**config.mk**
```make
export PLATFORM = sky130hd
export DESIGN_NAME = bcd2bin_conv
export DESIGN_NICKNAME = d
export VERILOG_FILES = /design/src/rtl/bcd2bin_conv.sv
export SDC_FILE = /design/constraint.sdc
export NUM_CORES = 1
export LEC_CHECK = 0
export CAP_MARGIN = 20
export CORE_MARGIN = 1.5
export CORE_UTILIZATION = 55
export DETAILED_ROUTE_END_ITERATION = 8
export PLACE_DENSITY = 0.87
export SLEW_MARGIN = 30
export SYNTH_ARGS = -nofsm -noshare
export SYNTH_HDL_FRONTEND = slang
export SYNTH_SLANG_ARGS = --single-unit
```
**constraint.sdc**
```tcl
create_clock -name clk -period 4.8 [get_ports clk]
set_input_delay 0.48 -clock clk [delete_from_list [all_inputs] [get_ports clk]]
set_output_delay 0.48 -clock clk [all_outputs]
set_load 0.01 [all_outputs]
```
**src/rtl/bcd2bin_conv.sv**
```systemverilog
// bcd2bin_conv: sequential packed-BCD to binary converter (reverse double-dabble).
// Each iteration shifts the combined {bcd, binary} register right by one bit.
// Between shifts, every BCD digit that is 8 or greater has 3 subtracted from it.
// Digit validation happens once, before the first shift.
module bcd2bin_conv #(
  parameter int unsigned NDIG = 4,
  parameter int unsigned BW   = 14
) (
  input  logic              clk,
  input  logic              reset,
  input  logic              start,
  input  logic [4*NDIG-1:0] bcd_in,
  output logic [BW-1:0]     bin_out,
  output logic              done,
  output logic              busy,
  output logic              error,
  output logic [2:0]        current_state
);

  localparam int unsigned DW = 4 * NDIG;
  localparam int unsigned SW = DW + BW;
  localparam int unsigned CW = $clog2(BW + 1);

  typedef enum logic [2:0] {
    IDLE   = 3'd0,
    CHECK  = 3'd1,
    SHIFT  = 3'd2,
    ADJUST = 3'd3,
    DONE   = 3'd4
  } state_t;

  state_t        state;
  state_t        state_nxt;

  logic [SW-1:0] sr;
  logic [CW-1:0] cnt;

  logic          digit_bad;
  logic [SW-1:0] sr_shift;
  logic [SW-1:0] sr_adj;
  logic [CW-1:0] cnt_dec;

  // Per-digit datapath helpers: the validity check, the -3 adjust, the shift and the count-down
  always_comb begin
    logic [3:0] d;
    digit_bad = 1'b0;
    sr_adj    = sr;
    for (int unsigned i = 0; i < NDIG; i++) begin
      d = sr[BW + 4*i +: 4];
      if (d > 4'd9) digit_bad = 1'b1;
      if (d >= 4'd8) sr_adj[BW + 4*i +: 4] = d - 4'd3;
    end
    sr_shift = sr >> 1;
    cnt_dec  = cnt - 1'b1;
  end

  // State register
  always_ff @(posedge clk or posedge reset) begin
    if (reset) state <= IDLE;
    else       state <= state_nxt;
  end

  // Next-state logic and state-decoded outputs
  always_comb begin
    state_nxt     = IDLE;
    done          = 1'b0;
    busy          = 1'b0;
    current_state = state;
    case (state)
      IDLE:   state_nxt = start ? CHECK : IDLE;
      CHECK: begin
        busy      = 1'b1;
        state_nxt = digit_bad ? DONE : SHIFT;
      end
      SHIFT: begin
        busy      = 1'b1;
        state_nxt = (cnt_dec == '0) ? DONE : ADJUST;
      end
      ADJUST: begin
        busy      = 1'b1;
        state_nxt = SHIFT;
      end
      DONE: begin
        done      = 1'b1;
        state_nxt = start ? DONE : IDLE;
      end
      default: state_nxt = IDLE;
    endcase
  end

  // Datapath: operand capture, shift/adjust iterations, result registers
  always_ff @(posedge clk or posedge reset) begin
    if (reset) begin
      sr      <= '0;
      cnt     <= '0;
      bin_out <= '0;
      error   <= 1'b0;
    end else begin
      case (state)
        IDLE: begin
          if (start) begin
            sr  <= {bcd_in, {BW{1'b0}}};
            cnt <= CW'(BW);
          end
        end
        CHECK: begin
          if (digit_bad) begin
            bin_out <= '0;
            error   <= 1'b1;
          end
        end
        SHIFT: begin
          sr  <= sr_shift;
          cnt <= cnt_dec;
          // error is cleared together with the result load so that both only
          // change on entry to DONE and hold steady through a conversion
          if (cnt_dec == '0) begin
            bin_out <= sr_shift[BW-1:0];
            error   <= 1'b0;
          end
        end
        ADJUST: sr <= sr_adj;
        default: ;
      endcase
    end
  end

endmodule

```
---- Word-level counts from Yosys, hierarchy flattened ----
Cells that the tools add are included.
word-level totals
  bits in registers ....................... 52
  latch bits .............................. 0
  memory bits (writable) .................. 0
  memory bits (read-only) ................. 0
  input bits .............................. 19
  output and inout port bits .............. 20
  logic and storage cells ................. 72
  memories kept ........................... 0
operators by class
  $add $sub $neg .......................... 5
  $mul .................................... 0
  divide/modulo/power cells ............... 0
  order comparisons ....................... 8
  equal/unequal tests ..................... 11
  shift-type cells ........................ 0
  multiplexer cells ....................... 25
  bitwise gates (word level) .............. 1
  reductions and logical operators ........ 13
operators with widths
  kind                                                                    number
  30-bit one-hot mux with 3 select lines                                  1
  30-bit two-way mux                                                      1
  14-bit two-way mux                                                      2
  14-bit one-hot mux with 2 select lines                                  1
  4-bit two-way mux                                                       5
  3-bit AND reduction                                                     6
  4-bit >= comparator (second input constant)                             4
  4-bit > comparator (second input constant)                              4
  4-bit by 2-bit subtractor with 4-bit output (second input constant)     4
  3-bit one-hot mux with 5 select lines                                   1
  2-bit inequality test (second input constant)                           7
  1-bit two-way mux                                                       9
  3-bit two-way mux                                                       3
  4-bit one-hot mux with 2 select lines                                   1
  3-bit by 2-bit equality test with 1-bit output (second input constant)  2
  4-bit zero test                                                         1
  2-bit nonzero test                                                      2
  4-bit by 1-bit subtractor with 4-bit output (second input constant)     1
  3-bit by 1-bit equality test with 1-bit output (second input constant)  1
  3-bit equality test (second input constant)                             1
  3-bit zero test                                                         1
  3-bit nonzero test                                                      1
  3-bit OR reduction                                                      1
  1-bit one-hot mux with 2 select lines                                   1
  other kinds (2)                                                         2

---- Depth between registers and ports, before layout ----
Gate-level depths: netlist of run 1.
  depth in word-level cells ............... 7
  mapped depth ............................ 8
  mapped depth without buffers ............ 7

---- Worst setup path before layout of run 1 ----
OpenSTA, ideal clock, no wires.
  kind .................................... reg-to-reg
  start ................................... register cnt[0]
  end ..................................... register bin_out[0]
  setup time .............................. 0.121 ns
  data arrival time ....................... 1.773 ns
  required time ........................... 4.679 ns
  setup slack ............................. 2.906 ns
  cell stages (with the launch flop) ...... 9
  path buffers ............................ 1
  clock period less this slack ............ 1.894 ns
  path through ............................ dfrtp_1 > inv_1 > ha_1 > or2_1 > nor4_2 > a311oi_1 > o21bai_2 > buf_6 > a22o_1
on the way
  cells in the longest elaborated chain, start to end .. 4
RTL lines
  element                                      RTL line  text
  start, declared                              36        logic [CW-1:0] cnt;
  start signal, assigned                       103       cnt <= CW'(BW);
  start signal, assigned                       114       cnt <= cnt_dec;
  4-bit by 1-bit subtractor with 4-bit output  54        cnt_dec = cnt - 1'b1;
  4-bit zero test                              117       if (cnt_dec == '0) begin
  2-bit inequality test (no source line)       n/a
  3-bit AND reduction (no source line)         n/a
  end signal, assigned                         118       bin_out <= sr_shift[BW-1:0];
  end, declared                                13        output logic [BW-1:0] bin_out,
No other way between the ends.
A chain may end at the register's enable or synchronous reset.

---- Worst setup path in the final report of run 1 ----
  start ................................... register state[0], in the netlist current_state[0]
  end ..................................... register bin_out[10]
on the way
  cells in the longest elaborated chain, start to end .. 3
  elaborated cells between the ends (all ways) .. 7
  those cells by class .................... 4 x eq/ne; 1 x mux; 2 x reduce/logical
RTL lines
  element                                                                                                                  RTL line  text
  start, declared                                                                                                          32        state_t state;
  start signal, assigned                                                                                                   60        else state <= state_nxt;
  3-bit by 2-bit equality test with 1-bit output / 3-bit by 1-bit equality test with 1-bit output (equally long branches)  99        case (state)
  2-bit inequality test (no source line) / 2-bit nonzero test (equally long branches)                                      n/a
  3-bit AND reduction (no source line)                                                                                     n/a
Several ways; a longest one is shown, not always the timed one.

==> results of run 1 <==
## power by group
group / total [mW] / switching, mW / internal [mW]
clock: 0.323 / 0.151 / 0.172
combinational: 0.602 / 0.343 / 0.259
sequential: 0.679 / 0.159 / 0.521
total: 1.60 / 0.653 / 0.951
## metrics by stage
stage	worst slack, ps	total power [mW]	util [%]	hold WS, ps	instances
finish	2340	1.60	68.2	506	364
global route	2140	1.73	68.2	520	364
CTS	2360	1.60	68.2	511	364
detailed placement	2330	1.28	65.6	482	356
global placement	2380	1.25	65.6	484	356
floorplan	2910	1.11	-	466	266
## layer usage
metal | vias to the layer above | routed length, um
met2 | 77 | 2850
met4 | 0 | 79
met1 | 1050 | 2640
li1 | 1022 | -
met3 | 8 | 374
met5 | - | 0
## placed cells by master (no fill, tap or decap), types with 6 or more instances in the layout
master,count
ha_1,18
nand2_1,34
dfrtp_1,51
clkdlybuf4s50_1,38
a21oi_1,20
clkbuf_8,6
a22o_1,30
nor2_1,16
o21ai_0,17
inv_1,12
## cells in the mapped netlist, types with 2 or more instances
| cell type | n |
|---|---|
| a21oi_1 | 20 |
| a221oi_1 | 4 |
| a222oi_1 | 3 |
| a22o_1 | 30 |
| a22oi_1 | 2 |
| a31oi_1 | 2 |
| and2_1 | 3 |
| buf_2 | 7 |
| buf_4 | 2 |
| clkbuf_1 | 3 |
| dfrtp_1 | 51 |
| ha_1 | 18 |
| inv_1 | 13 |
| mux2i_1 | 4 |
| nand2_1 | 34 |
| nand2b_1 | 3 |
| nand4b_1 | 4 |
| nor2_1 | 16 |
| nor4bb_1 | 4 |
| o21ai_0 | 17 |
| o21bai_1 | 3 |
| o21bai_2 | 2 |
| o22ai_1 | 4 |
| or2_2 | 2 |
## logic make-up after synthesis
logic type | synth area share, %
buffers and inverters | 4.79
flip-flops | 47.0
adder cells (fa/ha/maj) | 8.30
AND/OR/NAND/NOR | 13.1
AO/OA/AOI/OAI | 25.3
multiplexers | 1.48
## layout make-up
cell class	instances	area [um2]	share of cell area [%]
clock buffers	6	82.6	2.56
repair buffers	38	380	11.8
inverters	13	51.3	1.59
multi-input cells	187	1310	40.6
flip-flops and latches	51	1280	39.6
well taps	67	83.8	2.60
clock inverters	2	38.8	1.20
## sequential cells by signal, summed over array words and instances (netlist names)
signal and flops:
bin_out 14, cnt 4, current_state 3, error 1
sr 29
## how the worst max path moves through the flow
| stage | start | endpoint | cells past startpoint |
|---|---|---|---|
| final | current_state[0]$_DFF_PP0_ | bin_out[10]$_DFFE_PP0P_ | 4 |
| after global routing | current_state[0]$_DFF_PP0_ | bin_out[10]$_DFFE_PP0P_ | 4 |
| after CTS | current_state[0]$_DFF_PP0_ | bin_out[10]$_DFFE_PP0P_ | 4 |
| after detailed placement | start | sr[22]$_DFFE_PP0P_ | 5 |
| after global placement | start | current_state[0]$_DFF_PP0_ | 5 |
| after floorplan | cnt[0]$_DFFE_PP0P_ | bin_out[0]$_DFFE_PP0P_ | 8 |
## worst max-delay path, stage by stage (launching register included)
cell and delay [ps]:
dfrtp_1 620, nor2_1 360, and2_1 690, o21bai_2 390, a22o_1 290
==> summary.md, run 1 <==
| Metric | Value |
|---|---|
| Status | `finished clean` |
| 1st-iter DRT viols | `approximately 250` |
| Top cells by area, synth | `dfrtp_1 (47%), a22o_1 (9.7%), ha_1 (8.3%)` |
| RSZ-0062 raised after global routing | `false` |
| Worst Path Arrival | `around 2700 ps` |
| Peak supply drop | `between 0.3 and 0.4 mV` |
| Fin. Hold Viols | `0` |
| Crit Path Class | `register to register` |
| Max-slew violations | `0` |
| Worst slew pin tran | `approximately 860 ps` |
| Synth cell types | `39` |
| I/O pins | `39` |
| Endpoint, Worst Hold | `bin_out[0]$_DFFE_PP0P_` |
| Drt wl/cell | `between 15 and 20 um` |
| Largest net degree at the start of global routing | `52` |
| Ant diodes | `0` |
| Post-synth ARST share | `100%` |
| Share of cells above drive strength 1 | `under 10%` |
| Startpoint types | `register` |
| Endpoints failing setup | `0` |
| WL final | `5950 um` |
| Number of H-tree levels | `2` |
| Hold Path Class | `register to register` |
| CTS tree | `done` |
| Detail Placement HPWL | `between 3000 and 4000 um` |
| Synthesized instance count | `about 270` |
| Mapped Nets | `slightly above 300` |
| Yosys warns | `0` |
| Fillers | `around 350` |
| Router iterations before antenna repair | `6` |
| Fin nets | `about 330` |
| Die area | `between 0.005 and 0.006 mm2` |
| Max clock buf depth | `2` |
| Top FF cell, synth | `dfrtp_1` |
| Hold depth | `1` |
| Std cell rows | `25` |
| Cell Pwr Density | `between 400 and 500 mW/mm2` |
| M3 GR Usage | `under 10%` |
| Core outline area | `around 0.0047 mm2` |
| Worst EP required | `5000 ps` |
| Slew HR | `between 40 and 50%` |
| CTS root buf | `clkbuf_8` |
| Share of the synthesized area in the top cell type | `between 40% and 50%` |
| Flop-to-flop setup slack | `between 2000 and 2500 ps` |
| First-pass GRT wire length | `approximately 10000 um` |
| Num Clock Sinks | `approximately 50` |
| GPL Wtd Cong | `0.816` |
| Hold bufs inserted after CTS | `0` |
| Initial Util | `57.5%` |
| Leak Pwr | `roughly 1.5 nW` |
| Most used routing layer | `met2` |
| EDFF count, synth | `0` |
| Final worst-path cycle share | `between 50% and 60%` |
| CP Capture Type | `register` |
| Setup bufs post-CTS | `0` |
| Die Ht | `between 70 and 80 um` |
| Worst r2r dst | `bin_out[10]$_DFFE_PP0P_` |
| Synth Register Bits | `51` |
| DR DRC count | `0` |
| Vias after detailed routing | `roughly 2200` |
| Critical-path maximum fanout | `20` |
| Remaining antenna violation count | `0` |
| # resized after CTS | `0` |
| Reg2reg path depth | `4` |
| Fin area | `about 0.0032 mm2` |
| Cell Area, Synth | `approximately 0.0027 mm2` |
| GRT overflow | `0` |
| F_max | `about 0.41 GHz` |
| Register area share after synthesis | `between 40 and 50%` |
| Setup TNS | `0 ps` |
| Max-Cap Viols | `0` |
| Quantity of I/O buffers inserted on ports | `38` |
| Met1 Usage GRT | `a little over a third` |
| Avg Inst Size Synth | `about 10 um2` |
| Clock buffer count from CTS | `5` |
| Die W | `~73 um` |
| Post-DP Area | `0.00310 mm2` |
| Overall routing resource usage | `between 20% and 30%` |
| Period minus WS final | `about 2500 ps` |
| Reg2reg start | `current_state[0]$_DFF_PP0_` |
| Met2 Resource Use GR | `39.0%` |
| Vias in the first global route | `about 2200` |
| Vias per cell | `between 5 and 6` |
| Clock Latency Late Sink | `around 320 ps` |
| Hold path start | `bin_out[0]$_DFFE_PP0P_` |
| Clock Skews | `9.97 ps` |
| Cell taking the most area after synthesis | `dfrtp_1` |
| Initial antenna violation count | `0` |
| Area grow syn2layout | `18.7%` |
| Clock slew at reported path FFs | `100 ps` |
(Power assumes the default switching activity.)
==> inputs of run 2 (changes only) <==
--- a/config.mk
+++ b/config.mk
@@ -7,9 +7,9 @@
 export LEC_CHECK = 0
 export CAP_MARGIN = 20
 export CORE_MARGIN = 1.5
-export CORE_UTILIZATION = 55
+export CORE_UTILIZATION = 54
 export DETAILED_ROUTE_END_ITERATION = 8
-export PLACE_DENSITY = 0.87
+export PLACE_DENSITY = 0.86
 export SLEW_MARGIN = 30
 export SYNTH_ARGS = -nofsm -noshare
 export SYNTH_HDL_FRONTEND = slang
==> constraint.sdc (replaced) <==
create_clock -name clk -period 2.5 [get_ports clk]
set_input_delay 0.25 -clock clk [delete_from_list [all_inputs] [get_ports clk]]
set_output_delay 0.25 -clock clk [all_outputs]
set_load 0.01 [all_outputs]
==> run 2 against run 1 <==
Worst setup slack worse by 2100 ps; combinational power up 110%; hold slack lost 270 ps; sequential power up 87%; largest power group is now combinational logic; critical endpoint is now bin_out[8]$_DFFE_PP0P_; fmax is 11% higher.
==> summary.md, run 2 (synthesis results as in run 1) <==
| Metric | Value |
|---|---|
| Clock Skews | `7.69 ps (was 9.97 ps)` |
| # resized after CTS | `0 (unchanged)` |
| Top reg by flops | `sr (unchanged)` |
| Setup bufs post-CTS | `0 (unchanged)` |
| Worst path buffer plus inverter count | `2 (was 0)` |
| WL final | `6090 um (was 5950 um)` |
| CTS root buf | `clkbuf_8 (unchanged)` |
| Flop-to-flop setup slack | `290 ps (was 2340 ps)` |
| Leak Pwr | `1.49 nW (was 1.45 nW)` |
| Die Ht | `73.9 um (was 73.2 um)` |
| Worst r2r dst | `bin_out[8]$_DFFE_PP0P_ (was bin_out[10]$_DFFE_PP0P_)` |
| F_max | `0.452 GHz (was 0.407 GHz)` |
| Router iterations before antenna repair | `5 (was 6)` |
| Cell Pwr Density | `921 mW/mm2 (was 498 mW/mm2)` |
| CP Capture Type | `register (unchanged)` |
| Startpoint types | `register (unchanged)` |
| Hold bufs inserted after CTS | `0 (unchanged)` |
| Number of H-tree levels | `2 (unchanged)` |
| Setup TNS | `0 ps (unchanged)` |
| Fin nets | `344 (was 333)` |
| Drt wl/cell | `16.3 um (about the same)` |
| Vias in the first global route | `2108 (was 2152)` |
| Quantity of I/O buffers inserted on ports | `38 (unchanged)` |
| Max-Cap Viols | `0 (unchanged)` |
| Max-slew violations | `0 (unchanged)` |
| Final worst-path cycle share | `88.5% (was 51.2%)` |
| Initial antenna violation count | `0 (unchanged)` |
| Peak supply drop | `0.620 mV (was 0.335 mV)` |
| RSZ-0062 raised after global routing | `false (unchanged)` |
| Slowest-stage cell, CP | `dfrtp_1 (was and2_1)` |
| Num Clock Sinks | `51 (unchanged)` |
| Hold Path Class | `input port to async pin (was register to register)` |
| Core outline area | `0.00479 mm2 (was 0.00472 mm2)` |
| Worst EP required | `2740 ps (was 5000 ps)` |
| Ant diodes | `0 (unchanged)` |
| Fin area | `0.00326 mm2 (was 0.00322 mm2)` |
| Std cell rows | `25 (unchanged)` |
| Die area | `0.00546 mm2 (was 0.00536 mm2)` |
| 1st-iter DRT viols | `170 (was 246)` |
| Clock buffer count from CTS | `5 (unchanged)` |
| GRT overflow | `0 (unchanged)` |
| I/O pins | `39 (unchanged)` |
| CP top delay family | `compound AO/OA/AOI/OAI gates (was simple AND/OR/NAND/NOR gates)` |
| Fin. Hold Viols | `0 (unchanged)` |
| Area grow syn2layout | `20.2% (was 18.7%)` |
| Post-DP Area | `0.00318 mm2 (was 0.00310 mm2)` |
| Worst slew pin tran | `679 ps (was 859 ps)` |
| Most common cell after layout, fill and taps aside | `dfrtp_1 (unchanged)` |
| Endpoints failing setup | `0 (unchanged)` |
| Biggest regs | `sr (29), bin_out (14), cnt (4) (unchanged)` |
| Critical Path Max Stage Delay | `470 ps (was 690 ps)` |
| Clock Latency Late Sink | `300 ps (was 320 ps)` |
| First-pass GRT wire length | `10100 um (was 10400 um)` |
| Total Power | `3.00 mW (was 1.60 mW)` |
| Detail Placement HPWL | `4340 um (was 3950 um)` |
| Largest net degree at the start of global routing | `22 (was 52)` |
| Critical path cell sequence | `inv_1 -> ha_1 -> or2_1 -> o21ai_0 -> a31oi_1 -> nor2_2 -> buf_4 -> a22o_1 (was nor2_1 -> and2_1 -> o21bai_2 -> a22o_1)` |
| Share of cells above drive strength 1 | `8.79% (was 5.72%)` |
| Period minus WS final | `2210 ps (was 2460 ps)` |
| Crit Path Class | `register to register (unchanged)` |
| Remaining antenna violation count | `0 (unchanged)` |
| Most frequent cells in the layout | `dfrtp_1 (51), clkdlybuf4s50_1 (38), nand2_1 (34) (unchanged)` |
| Die W | `73.9 um (was 73.2 um)` |
| GPL Wtd Cong | `0.864 (was 0.816)` |
| Critical-path maximum fanout | `9 (was 20)` |
| Vias after detailed routing | `2196 (was 2157)` |
| Max clock buf depth | `2 (unchanged)` |
| Reg2reg start | `cnt[0]$_DFFE_PP0P_ (was current_state[0]$_DFF_PP0_)` |
| Number of flip-flops in the largest register | `29 (unchanged)` |
| CTS tree | `done (unchanged)` |
| DR DRC count | `0 (unchanged)` |
| Overall routing resource usage | `24.6% (was 25.0%)` |
| Slew HR | `54.7% (was 42.6%)` |
| Vias per cell | `5.87 (was 5.93)` |
| Initial Util | `56.7% (was 57.5%)` |
| Clock slew at reported path FFs | `90 ps (was 100 ps)` |
| Status | `finished clean (unchanged)` |
| Worst Path Arrival | `2450 ps (was 2660 ps)` |
| Reg2reg path depth | `8 (was 4)` |
-- run 2: cell types whose count changed in the layout (fill, tap and decap cells not counted) --
| cell | before | now |
|---|---|---|
| inv_4 | 1 | 0 |
| inv_2 | 0 | 1 |
| clkbuf_8 | 6 | 5 |
| clkinv_4 | 0 | 1 |
| bufinv_16 | 1 | 0 |
| inv_6 | 1 | 0 |
| clkinv_2 | 0 | 1 |
| buf_4 | 0 | 11 |
-- run 2: layout make-up --
cell class | instances | area [um2]
Sequential cell | 51 | 1280
Inverter | 13 | 48.8
Clock inverter | 2 | 13.8
Timing Repair Buffer | 49 | 463
Multi-Input combinational cell | 187 | 1310
Fill cell | 374 | 1520
Tap cell | 67 | 83.8
Clock buffer | 5 | 68.8
-- run 2: worst max-delay path by stage --
| stage | from | to | cells after the start |
|---|---|---|---|
| 6_report | cnt[0]$_DFFE_PP0P_ | bin_out[8]$_DFFE_PP0P_ | 8 |
| 5_1_grt | cnt[0]$_DFFE_PP0P_ | bin_out[8]$_DFFE_PP0P_ | 8 |
| 4_1_cts | cnt[0]$_DFFE_PP0P_ | bin_out[8]$_DFFE_PP0P_ | 8 |
| 3_5_place_dp | sr[27]$_DFFE_PP0P_ | bin_out[5]$_DFFE_PP0P_ | 7 |
| 3_3_place_gp | cnt[0]$_DFFE_PP0P_ | bin_out[13]$_DFFE_PP0P_ | 8 |
| 2_1_floorplan | cnt[0]$_DFFE_PP0P_ | bin_out[0]$_DFFE_PP0P_ | 8 |
-- run 2: routing by layer --
layer,GRT usage [%],vias up,routed length [um]
li1,-,1042,-
met1,36.5,1059,2730
met2,36.4,85,2870
met3,4.12,10,376
met4,8.44,0,105
met5,0,-,0
-- run 2: metrics by stage --
step,instances,utilization [%],hold WS (ps),setup WS [ps]
after floorplan,266,-,375,606
after global placement,367,66.4,486,377
after detailed placement,367,66.4,487,364
after CTS,374,68.2,245,287
after global routing,374,68.2,251,73.1
final,374,68.2,232,287
-- run 2: report_power, final --
part	total, mW	switching [mW]	internal, mW
clock network	0.460	0.268	0.192
registers	1.27	0.265	1.00
logic	1.28	0.728	0.550
